==> src/rtl/mem_access_ctrl.sv <==
// mem_access_ctrl
//   Memory-stage access sequencer. It takes the load/store held in EX/MEM and
//   runs the dREN/dWEN/dhit handshake with the data cache. It registers the
//   load result and generates wb_enable/mem_stall for the MEM/WB latch. It
//   parks the pipeline on halt and counts stall cycles with saturation.
//
// Ports
//   CLK, nRST            clock (rising edge), async active-low reset
//   valid_MEM            EX/MEM holds a real instruction
//   memRd_MEM/memWr_MEM  load / store flags
//   halt_MEM             halt instruction
//   addr_MEM, store_MEM  data address and store data
//   mem_flush            squash the instruction in MEM
//   dhit, dload_in       cache completion and read data
//   dREN, dWEN           cache read / write request
//   daddr, dstore        registered request address / store data
//   dload                registered load result
//   wb_enable            MEM/WB capture enable
//   mem_stall            freeze the upstream pipeline registers
//   halt_out             sticky halt indication
//   stall_cnt            saturating count of mem_stall cycles
module mem_access_ctrl #(
    parameter int WORD_W = 32,
    parameter int CNT_W  = 16
) (
    input  logic              CLK,
    input  logic              nRST,
    input  logic              valid_MEM,
    input  logic              memRd_MEM,
    input  logic              memWr_MEM,
    input  logic              halt_MEM,
    input  logic [WORD_W-1:0] addr_MEM,
    input  logic [WORD_W-1:0] store_MEM,
    input  logic              mem_flush,
    input  logic              dhit,
    input  logic [WORD_W-1:0] dload_in,
    output logic              dREN,
    output logic              dWEN,
    output logic [WORD_W-1:0] daddr,
    output logic [WORD_W-1:0] dstore,
    output logic [WORD_W-1:0] dload,
    output logic              wb_enable,
    output logic              mem_stall,
    output logic              halt_out,
    output logic [CNT_W-1:0]  stall_cnt
);

    typedef enum logic [1:0] {IDLE, ACCESS, DONE, HALTED} state_t;

    state_t state, state_nxt;
    logic   wr_q;     // request in flight is a store
    logic   drop_q;   // instruction was flushed while its access ran
    logic   start;
    logic   halt_go;

    function automatic logic [CNT_W-1:0] sat_inc(input logic [CNT_W-1:0] c);
        return (c == {CNT_W{1'b1}}) ? c : c + {{(CNT_W-1){1'b0}}, 1'b1};
    endfunction

    // A flush always beats a start, so a squashed instruction never issues.
    assign start   = valid_MEM & (memRd_MEM | memWr_MEM) & ~halt_MEM & ~mem_flush;
    assign halt_go = valid_MEM & halt_MEM & ~mem_flush;

    always_comb begin
        state_nxt = state;
        dREN      = 1'b0;
        dWEN      = 1'b0;
        mem_stall = 1'b0;
        wb_enable = 1'b0;
        case (state)
            IDLE: begin
                if (start) begin
                    mem_stall = 1'b1;
                    state_nxt = ACCESS;
                end else if (halt_go) begin
                    // Let the halt itself reach WB before freezing.
                    wb_enable = 1'b1;
                    state_nxt = HALTED;
                end else begin
                    wb_enable = 1'b1;
                end
            end
            ACCESS: begin
                dREN      = ~wr_q;
                dWEN      = wr_q;
                mem_stall = 1'b1;
                if (dhit) state_nxt = DONE;
            end
            DONE: begin
                // Pipeline advances here, so the finished op is not re-detected.
                wb_enable = ~drop_q;
                state_nxt = IDLE;
            end
            HALTED: begin
                mem_stall = 1'b1;
            end
            default: state_nxt = IDLE;
        endcase
    end

    always_ff @(posedge CLK or negedge nRST) begin
        if (!nRST) begin
            state     <= IDLE;
            daddr     <= '0;
            dstore    <= '0;
            dload     <= '0;
            halt_out  <= 1'b0;
            stall_cnt <= '0;
            wr_q      <= 1'b0;
            drop_q    <= 1'b0;
        end else begin
            state <= state_nxt;

            if (state == IDLE && start) begin
                daddr  <= addr_MEM;
                dstore <= store_MEM;
                wr_q   <= memWr_MEM;   // store wins if both flags are set
            end

            // The cache transaction always completes; a flush only
            // suppresses the writeback afterwards.
            if (state == ACCESS && mem_flush)
                drop_q <= 1'b1;
            else if (state == DONE)
                drop_q <= 1'b0;

            if (state == ACCESS && dhit && !wr_q)
                dload <= dload_in;

            if (state == IDLE && halt_go)
                halt_out <= 1'b1;

            if (mem_stall)
                stall_cnt <= sat_inc(stall_cnt);
        end
    end

endmodule

==> config.mk <==
export PLATFORM = sky130hd
export DESIGN_NAME = mem_access_ctrl
export DESIGN_NICKNAME = d
export VERILOG_FILES = /design/src/rtl/mem_access_ctrl.sv
export SDC_FILE = /design/constraint.sdc
export NUM_CORES = 1
export LEC_CHECK = 0
export BUFFER_PORTS_ARGS = -buffer_cell sky130_fd_sc_hd__buf_2
export CAP_MARGIN = 20
export CORE_AREA = 4 4 106 108
export DETAILED_ROUTE_END_ITERATION = 6
export DIE_AREA = 0 0 110 112
export HOLD_SLACK_MARGIN = 0.03
export PLACE_DENSITY_LB_ADDON = 0.05
export RECOVER_POWER = 25
export SLEW_MARGIN = 10
export SYNTH_ARGS = -nofsm -noshare
export SYNTH_HDL_FRONTEND = slang
export SYNTH_SLANG_ARGS = --single-unit
==> constraint.sdc <==
create_clock -name CLK -period 2.3 [get_ports CLK]
set_input_delay 0.115 -clock CLK [delete_from_list [all_inputs] [get_ports CLK]]
set_output_delay 0.115 -clock CLK [all_outputs]
set_load 0.01 [all_outputs]
==> metrics, run 1 <==
Post-Syn Nets 419; via count roughly 3700; arrival time worst endpoint 2.03 ns; Setup Fix Bufs, Post-CTS 0; Critical R2R Launch state[0]$_DFFE_PN0P_; CTS tree yes; NetSw 0.000916 W; proportion of layout cells with a drive suffix above 1 0.536; Die H 112 µm; GR Layer Usage met2 0.367; sequential fraction of the synthesis area 0.626; worst hold stages 3; hold path startpoint valid_MEM; most frequent cells in the layout buf_2 (212), dfrtp_1 (117), dlygate4sd3_1 (100); Post-Route Skew 0.00493 ns; EDFF count, synth 0; Min-Delay Endpoint halt_out$_DFFE_PN0P_; vias in the first global route 4118; Synth cell types 31; GP Congestion 0.810; Synth Area per Inst 15.2 µm²; WL/cell 16.0 µm; placed inst area between 6000 and 7000 µm²; largest net degree at the start of global routing 44; n_diodes 0; drc violations 0; Clk pwr share 0.504; IO Pins 221; Congestion Overflow GR 0; ANT nets after route 0; Tcrit/Tclk final 0.934; grt peak-use layer met2; Hold Path Class in -> reg; Core Footprint between 10000 and 15000 µm²; max-slew violations 0; placed insts roughly 660; CTS Buf Count 17; Top FF cell, synth dfrtp_1; RSZ-0062 raised after global routing no; Combinational Power Share 0.058; maxcap violations 0; PwrDens about 630 nW/µm²; P&R area growth vs syn 60.9%; Synth Register Bits between 100 and 150; CTS root buffer clkbuf_8; max_slew headroom 0.344; Flop pwr share 0.438; met1 usage 0.233; clock slew at reported path FFs 0.05 ns; Vias/cell 4.70; Worst Path Required between 2 and 2.5 ns; worst hold margin ~0.10 ns; routing usage on met3 0.0771; Mapped Area 4680 µm²; Final #Nets 755; Reg-to-Reg End stall_cnt[1]$_DFFE_PN0P_; Non-Filler Instances 791; worst slew pin tran 0.984 ns; setup TNS 0 ns; asr flop ratio synth 1.00; filler instances 677; status finished, final reports clean; Sw Share 0.194; maximum buffer depth of the clock tree 2; worst reg-to-reg setup slack 0.17 ns; commonest non-fill, non-tap cell in the layout buf_2; Startpoint Class flop; Internal Power 0.00379 W; Site Rows 37; global router's overall resource usage 0.213; initial antenna violation count 1; Synth Instances ~310; initial core utilization 0.458; Synth Warn # 0; final hold violations 0; r2r worst-path depth 6; hpwl dp 8510 µm; Sink Count 117; static leakage 4.21 nW; die area roughly 12000 µm²; Critical Path Sink Type primary output; finished layout cell area ~7500 µm²; routed wire length roughly 13000 µm; port bufs 220; Detailed Route Iter0 Violations ~140; insertion delay to the later sink of the worst-skew pair ~0.50 ns; Tmin final 2.15 ns; Max Fclk 0.466 GHz; crit-path max FO 5; first drt pass iteration count 4; die width 110 µm; count of final setup violators 0; Setup CP Type reg -> out; IR Drop Worst-Case VDD 0.425 mV; H-tree depth 4; first-pass GRT wire length 20300 µm
through the flow:
step	total power, W	util	setup WS [ns]
4_1_cts	0.00477	0.739	0.109
6_report	0.00471	0.736	0.152
5_1_grt	0.00490	0.736	0.00546
3_5_place_dp	0.00224	0.588	0.162
3_3_place_gp	0.00224	0.588	0.213
2_1_floorplan	0.00210	-	0.239
sequential cells by signal (all words and copies together) (netlist names):
signal and flops:
daddr 32, dload 32, dstore 32, stall_cnt 16
state 2, drop_q 1, halt_out 1, wr_q 1
kinds of logic after synthesis:
| group | share of synthesized area |
|---|---|
| DFF | 0.626 |
| muxes | 0.240 |
| and+or+nand+nor | 0.0577 |
| xor gates and xnor gates | 0.0262 |
| buffers and inverters | 0.0131 |
| AOI/OAI and AO/OA | 0.0184 |
| adders and majority gates | 0.0187 |
area by class of cell:
| class | instances | area, µm² | share of cell area |
|---|---|---|---|
| well taps | 136 | 170 | 0.0226 |
| multi-input cells | 177 | 1690 | 0.225 |
| repair buffers | 327 | 2180 | 0.289 |
| inverters | 4 | 15.0 | 0.00199 |
| clock buffers | 26 | 498 | 0.0661 |
| clock inverters | 4 | 45.0 | 0.00598 |
| flip-flops and latches | 117 | 2930 | 0.389 |
per-layer routing:
layer | vias up | wire [µm]
met1 | 1773 | 4820
met5 | - | 20
li1 | 1757 | -
met4 | 2 | 321
met3 | 28 | 1140
met2 | 159 | 6330
synthesized netlist by cell type, types with 3 or more instances:
library cell	number	area, µm²
nand2_1	12	45.0
mux2_2	99	1110
nand4_1	6	37.5
nor2_1	6	22.5
dfrtp_1	117	2930
and3_1	4	25.0
buf_1	3	11.3
nand3_1	5	25.0
ha_1	7	87.6
xnor2_1	8	70.1
inv_1	4	15.0
and2_1	3	18.8
buf_2	7	35.0
xor2_1	6	52.6
critical path, stage by stage (launching register included):
cell and delay (ns):
dfrtp_1 0.41, inv_1 0.13, ha_1 0.32, nand4bb_4 0.14, o32ai_4 0.23, buf_4 0.17
buf_2 0.13
worst max path at each step:
stage | startpoint | endpoint | slack [ns] | depth (start not counted)
floorplan | state[0]$_DFFE_PN0P_ | stall_cnt[1]$_DFFE_PN0P_ | 0.24 | 6
global placement | state[0]$_DFFE_PN0P_ | stall_cnt[1]$_DFFE_PN0P_ | 0.21 | 6
detailed placement | state[0]$_DFFE_PN0P_ | stall_cnt[1]$_DFFE_PN0P_ | 0.16 | 6
CTS | state[0]$_DFFE_PN0P_ | mem_stall | 0.11 | 6
global route | state[0]$_DFFE_PN0P_ | mem_stall | 0.005 | 6
finish | state[0]$_DFFE_PN0P_ | mem_stall | 0.15 | 6
power by group through the flow:
stage	Clock, W	Combinational [W]	Sequential (W)
6_report	0.00238	0.000273	0.00206
5_1_grt	0.00254	0.000302	0.00206
4_1_cts	0.00243	0.000277	0.00206
3_5_place_dp	0	0.000142	0.00210
3_3_place_gp	0	0.000140	0.00210
2_1_floorplan	0	0.00000707	0.00210
repair_timing:
item	4_1_cts	5_1_grt
resized for setup	0	0
endpoints found under the hold margin	135	0
hold buffers	100	0
Power figures use the tool's default switching activity.
==> inputs of run 2 (changes only) <==
--- a/config.mk
+++ b/config.mk
@@ -5,11 +5,11 @@
 export SDC_FILE = /design/constraint.sdc
 export NUM_CORES = 1
 export LEC_CHECK = 0
-export BUFFER_PORTS_ARGS = -buffer_cell sky130_fd_sc_hd__buf_2
 export CAP_MARGIN = 20
-export CORE_AREA = 4 4 106 108
+export CORE_AREA = 4 4 94 96
 export DETAILED_ROUTE_END_ITERATION = 6
-export DIE_AREA = 0 0 110 112
+export DIE_AREA = 0 0 98 100
+export DONT_BUFFER_PORTS = 1
 export HOLD_SLACK_MARGIN = 0.03
 export PLACE_DENSITY_LB_ADDON = 0.05
 export RECOVER_POWER = 25
==> metrics, run 2 (synthesized netlist as in run 1, its figures left out) <==
global router's overall resource usage 0.256 (+0.0429); placed inst area 4860 µm² (-19%); max_slew headroom 0.670 (+0.325); hold-fix buffer count after cts 100 (unchanged); Startpoint Class flop; Final #Nets 535 (-29%); Combinational Power Share 0.033 (-0.025); port bufs 0 (-100%); initial antenna violation count 0 (-1); PwrDens 724 nW/µm² (+16%); Tcrit/Tclk final 0.931 (-0.00313); most frequent cells in the layout dfrtp_1 (117), dlygate4sd3_1 (100), mux2_2 (99); routed wire length 12100 µm (-4.1%); setup ws final 0.159 ns (+0.00719 ns); failing checks negative hold slack; Non-Filler Instances 542 (-31%); Setup CP Type reg -> reg; largest net degree at the start of global routing 118 (+170%); Post-Route Skew 0.0109 ns (+0.00599 ns); Detailed Route Iter0 Violations 58 (-59%); maximum buffer depth of the clock tree 2 (unchanged); total power 0.00465 W (-1.4%); post_cts resized 0 (unchanged); placed insts 410 (-38%); Core Footprint 8050 µm² (-21%); n_diodes 0 (unchanged); RSZ-0062 raised after global routing no; die area 9800 µm² (-20%); WL/cell 22.3 µm (+40%); crit-path max FO 8 (+3); Site Rows 33 (-11%); Clk pwr share 0.524 (+0.020); Setup WS pre-CTS 0.166 ns (+0.00418 ns); top flop regs daddr (32), dload (32), dstore (32); worst slew pin tran 0.491 ns (-0.493 ns); Internal Power 0.00365 W (-3.9%); Sink Count 117 (unchanged); CTS tree yes; Congestion Overflow GR 0 (unchanged); static leakage 3.18 nW (-24%); ANT nets after route 0 (unchanged); GP Congestion 0.750 (-7.3%); CP max-delay cell dfrtp_1; setup TNS 0 ns (unchanged); max-slew violations 0 (unchanged); final hold violations 117 (+117); filler instances 454 (-33%); maxcap violations 0 (unchanged); Sw Share 0.215 (+0.0210); NetSw 0.00100 W (+9.3%); vias in the first global route 3400 (-17%); first-pass GRT wire length 19100 µm (-5.8%); hpwl dp 7290 µm (-14%); finished layout cell area 6420 µm² (-15%); IO Pins 221 (unchanged); worst path buffer plus inverter count 1 (-2); CP cell instances inv_1 -> ha_1 -> nand4bb_4 -> o32ai_4 -> a21boi_2 -> mux2_2; initial core utilization 0.581 (+0.124); via count 3007 (-19%); H-tree depth 4 (unchanged); Setup Fix Bufs, Post-CTS 0 (unchanged); status finished, violations left; CP max stage delay 0.41 ns (about the same); Critical Path Sink Type flop; worst hold margin -0.690 ns (-0.792 ns); drc violations 0 (unchanged); Worst Path Required 2.68 ns (+0.50 ns); Max Fclk 0.467 GHz (+0.34%); P&R area growth vs syn 37.1%; first drt pass iteration count 4 (unchanged); arrival time worst endpoint 2.52 ns (+0.49 ns); die width 98 µm (-11%); insertion delay to the later sink of the worst-skew pair 0.50 ns (about the same); Die H 100 µm (-11%); Hold Path Class in -> async; proportion of layout cells with a drive suffix above 1 0.330 (-0.206); Tmin final 2.14 ns (-0.00719 ns); Vias/cell 5.55 (+18%); CTS Buf Count 17 (unchanged); CTS root buffer clkbuf_8; IR Drop Worst-Case VDD 0.571 mV (+34%); clock slew at reported path FFs 0.06 ns (about the same); count of final setup violators 0 (unchanged); delay-heaviest family, CP compound AO/OA/AOI/OAI gates; Flop pwr share 0.443 (+0.005); commonest non-fill, non-tap cell in the layout dfrtp_1
==> run 2: power by group through the flow <==
stage	Clock, W	Combinational (W)	Sequential [W]
after detailed placement	0	0.00000821	0.00210
after CTS	0.00247	0.000146	0.00206
after floorplan	0	0.00000707	0.00210
after global placement	0	0.00000796	0.00210
final	0.00243	0.000152	0.00206
after global routing	0.00259	0.000159	0.00206
==> run 2: through the flow <==
stage	hold WS [ns]	util
2_1_floorplan	-0.181	-
3_3_place_gp	-0.178	0.603
3_5_place_dp	-0.178	0.603
4_1_cts	-0.718	0.797
5_1_grt	-0.724	0.797
6_report	-0.690	0.797
==> run 2: final timing paths <==
check / start / endpoint / slack, ns / depth (start not counted)
min reg2reg: drop_q$_DFFE_PN0P_ / drop_q$_DFFE_PN0P_ / 0.51 / 1
max reg2reg: state[0]$_DFFE_PN0P_ / stall_cnt[1]$_DFFE_PN0P_ / 0.16 / 6
min in group CLK: dhit / state[0]$_DFFE_PN0P_ / 0.04 / 3
min: nRST / daddr[9]$_DFFE_PN0P_ / -0.69 / 0
max: state[0]$_DFFE_PN0P_ / stall_cnt[1]$_DFFE_PN0P_ / 0.16 / 6
max in group asynchronous: nRST / state[1]$_DFFE_PN0P_ / 2.80 / 0
==> run 2: layout make-up <==
type | instances | area, µm² | area share
Multi-Input combinational cell | 177 | 1690 | 0.264
Clock buffer | 19 | 432 | 0.0673
Tap cell | 105 | 131 | 0.0205
Clock inverter | 13 | 126 | 0.0197
Inverter | 4 | 15.0 | 0.00234
Sequential cell | 117 | 2930 | 0.456
Timing Repair Buffer | 107 | 1090 | 0.170
==> run 2: routing by layer <==
| layer | wire length, µm | vias to the layer above | track usage |
|---|---|---|---|
| li1 | - | 1324 | - |
| met1 | 4310 | 1515 | 0.284 |
| met2 | 6450 | 148 | 0.446 |
| met3 | 1110 | 20 | 0.103 |
| met4 | 241 | 0 | 0.0937 |
| met5 | 0 | - | 0 |
==> inputs of run 3 (changes only) <==
--- a/config.mk
+++ b/config.mk
@@ -6,9 +6,11 @@
 export NUM_CORES = 1
 export LEC_CHECK = 0
 export CAP_MARGIN = 20
-export CORE_AREA = 4 4 94 96
+export CELL_PAD_IN_SITES_DETAIL_PLACEMENT = 1
+export CELL_PAD_IN_SITES_GLOBAL_PLACEMENT = 1
+export CORE_AREA = 4 4 104 106
 export DETAILED_ROUTE_END_ITERATION = 6
-export DIE_AREA = 0 0 98 100
+export DIE_AREA = 0 0 108 110
 export DONT_BUFFER_PORTS = 1
 export HOLD_SLACK_MARGIN = 0.03
 export PLACE_DENSITY_LB_ADDON = 0.05
==> metrics, run 3 (synthesized netlist as in run 1, its figures left out) <==
IO Pins 221 (unchanged); insertion delay to the later sink of the worst-skew pair 0.50 ns (about the same); die width 108 µm (+10%); r2r worst-path depth 8 (+2); proportion of layout cells with a drive suffix above 1 0.334 (+0.00458); Vias/cell 5.24 (-5.6%); Hold Path Class in -> async; Site Rows 36 (+9.1%); static leakage 3.19 nW (about the same); Register Area 2930 µm² (unchanged); final hold violations 117 (unchanged); hpwl dp 7620 µm (+4.5%); H-tree depth 4 (unchanged); most frequent cells in the layout dfrtp_1 (117), dlygate4sd3_1 (100), mux2_2 (99); largest net degree at the start of global routing 118 (unchanged); CTS Buf Count 17 (unchanged); CTS tree yes; count of final setup violators 0 (unchanged); Critical R2R Launch state[0]$_DFFE_PN0P_; Tcrit/Tclk final 0.943 (+0.0123); first drt pass iteration count 4 (unchanged); Max Fclk 0.461 GHz (-1.3%); Worst Path Required 2.68 ns (about the same); commonest non-fill, non-tap cell in the layout dfrtp_1; PwrDens 711 nW/µm² (-1.8%); filler instances 896 (+97%); P&R area growth vs syn 37.4%; crit-path max FO 5 (-3); failing checks negative hold slack; first-pass GRT wire length 20700 µm (+8.4%); area of the multi-input gates 1700 µm² (+0.15%); global router's overall resource usage 0.235 (-0.0213); Tmin final 2.17 ns (+0.0283 ns); via count 2992 (-0.50%); worst hold margin -0.691 ns (-0.000711 ns); status finished, violations left; max-slew violations 0 (unchanged); Non-Filler Instances 571 (+5.4%); initial core utilization 0.479 (-0.102); max_slew headroom 0.693 (+0.0238); GP Congestion 0.714 (-4.8%); arrival time worst endpoint 2.55 ns (+0.03 ns); Die H 110 µm (+10%); port bufs 0 (unchanged); IR Drop Worst-Case VDD 0.608 mV (+6.5%); maximum buffer depth of the clock tree 2 (unchanged); worst reg-to-reg setup slack 0.13 ns (-0.03 ns); Setup CP Type reg -> reg; total power 0.00457 W (-1.6%); Congestion Overflow GR 0 (unchanged); Core Footprint 9770 µm² (+21%); hold-fix buffer count after cts 100 (unchanged); Critical Path Sink Type flop; ANT nets after route 0 (unchanged); die area 11900 µm² (+21%); Reg-to-Reg End stall_cnt[7]$_DFFE_PN0P_; Final #Nets 535 (unchanged); clock slew at reported path FFs 0.06 ns (about the same); CTS root buffer clkbuf_8; placed insts 436 (+6.3%); Post-Route Skew 0.0152 ns (+0.00431 ns); vias in the first global route 3508 (+3.2%); Startpoint Class flop; Detailed Route Iter0 Violations 115 (+98%); maxcap violations 0 (unchanged); worst slew pin tran 0.455 ns (-0.0353 ns); top flop regs daddr (32), dload (32), dstore (32); routed wire length 13900 µm (+15%); setup TNS 0 ns (unchanged); drc violations 0 (unchanged); Layout Utilization 0.658 (-0.139); initial antenna violation count 1 (+1); WL/cell 24.3 µm (+8.8%); Sink Count 117 (unchanged)
==> run 3: power breakdown <==
group,switching (W),leakage [nW],internal (W)
Clock,0.00100,0.254,0.00136
Combinational,0.0000368,1.32,0.000116
Sequential,0,1.61,0.00206
Total,0.00104,3.19,0.00353
==> run 3: layer usage <==
metal,share of wire,wire length [µm],global-route usage,vias up
met5,0,0,0,-
met4,0.0069,96,0.0631,0
met3,0.096,1330,0.0944,10
met2,0.53,7370,0.423,142
met1,0.37,5080,0.258,1518
li1,-,-,-,1322
==> run 3: how the worst max path moves through the flow <==
stage               slack [ns]                  from                        to  cells past startpoint
floorplan                 0.24  state[0]$_DFFE_PN0P_  stall_cnt[1]$_DFFE_PN0P_                      6
global placement          0.20  state[0]$_DFFE_PN0P_  stall_cnt[1]$_DFFE_PN0P_                      6
detailed placement        0.11  state[0]$_DFFE_PN0P_  stall_cnt[1]$_DFFE_PN0P_                      6
CTS                       0.09  state[0]$_DFFE_PN0P_  stall_cnt[1]$_DFFE_PN0P_                      6
global route             -0.02  state[0]$_DFFE_PN0P_  stall_cnt[7]$_DFFE_PN0P_                      8
finish                    0.13  state[0]$_DFFE_PN0P_  stall_cnt[7]$_DFFE_PN0P_                      8
==> run 3: worst max-delay path, stage by stage, from the launching register on <==
cell and delay (ns):
dfrtp_1 0.38, inv_1 0.11, ha_1 0.26, nand4bb_4 0.25, o32ai_4 0.25, buf_4 0.20, and4_2 0.30, nand4_1 0.15
xnor2_1 0.16
==> run 3: timing repair <==
item,4_1_cts,5_1_grt
endpoints found under the hold margin,217,117
gates resized for setup,0,1
setup endpoints to repair,0,5
setup buffers,0,2
==> run 3: area by class of cell <==
cell class | count | share of cell area
sequential | 117 | 0.455
clock inverter | 14 | 0.0160
clock buffer | 18 | 0.0665
antenna | 1 | 0.000389
inverter | 4 | 0.00234
timing repair buffer | 107 | 0.170
multi-input combinational | 177 | 0.264
tap | 133 | 0.0259
==> run 3: stage by stage <==
step / setup WS [ns] / area [µm²]
floorplan: 0.239 / 4680
global placement: 0.195 / 4880
detailed placement: 0.114 / 4880
CTS: 0.0947 / 6410
global route: -0.0228 / 6430
finish: 0.131 / 6430
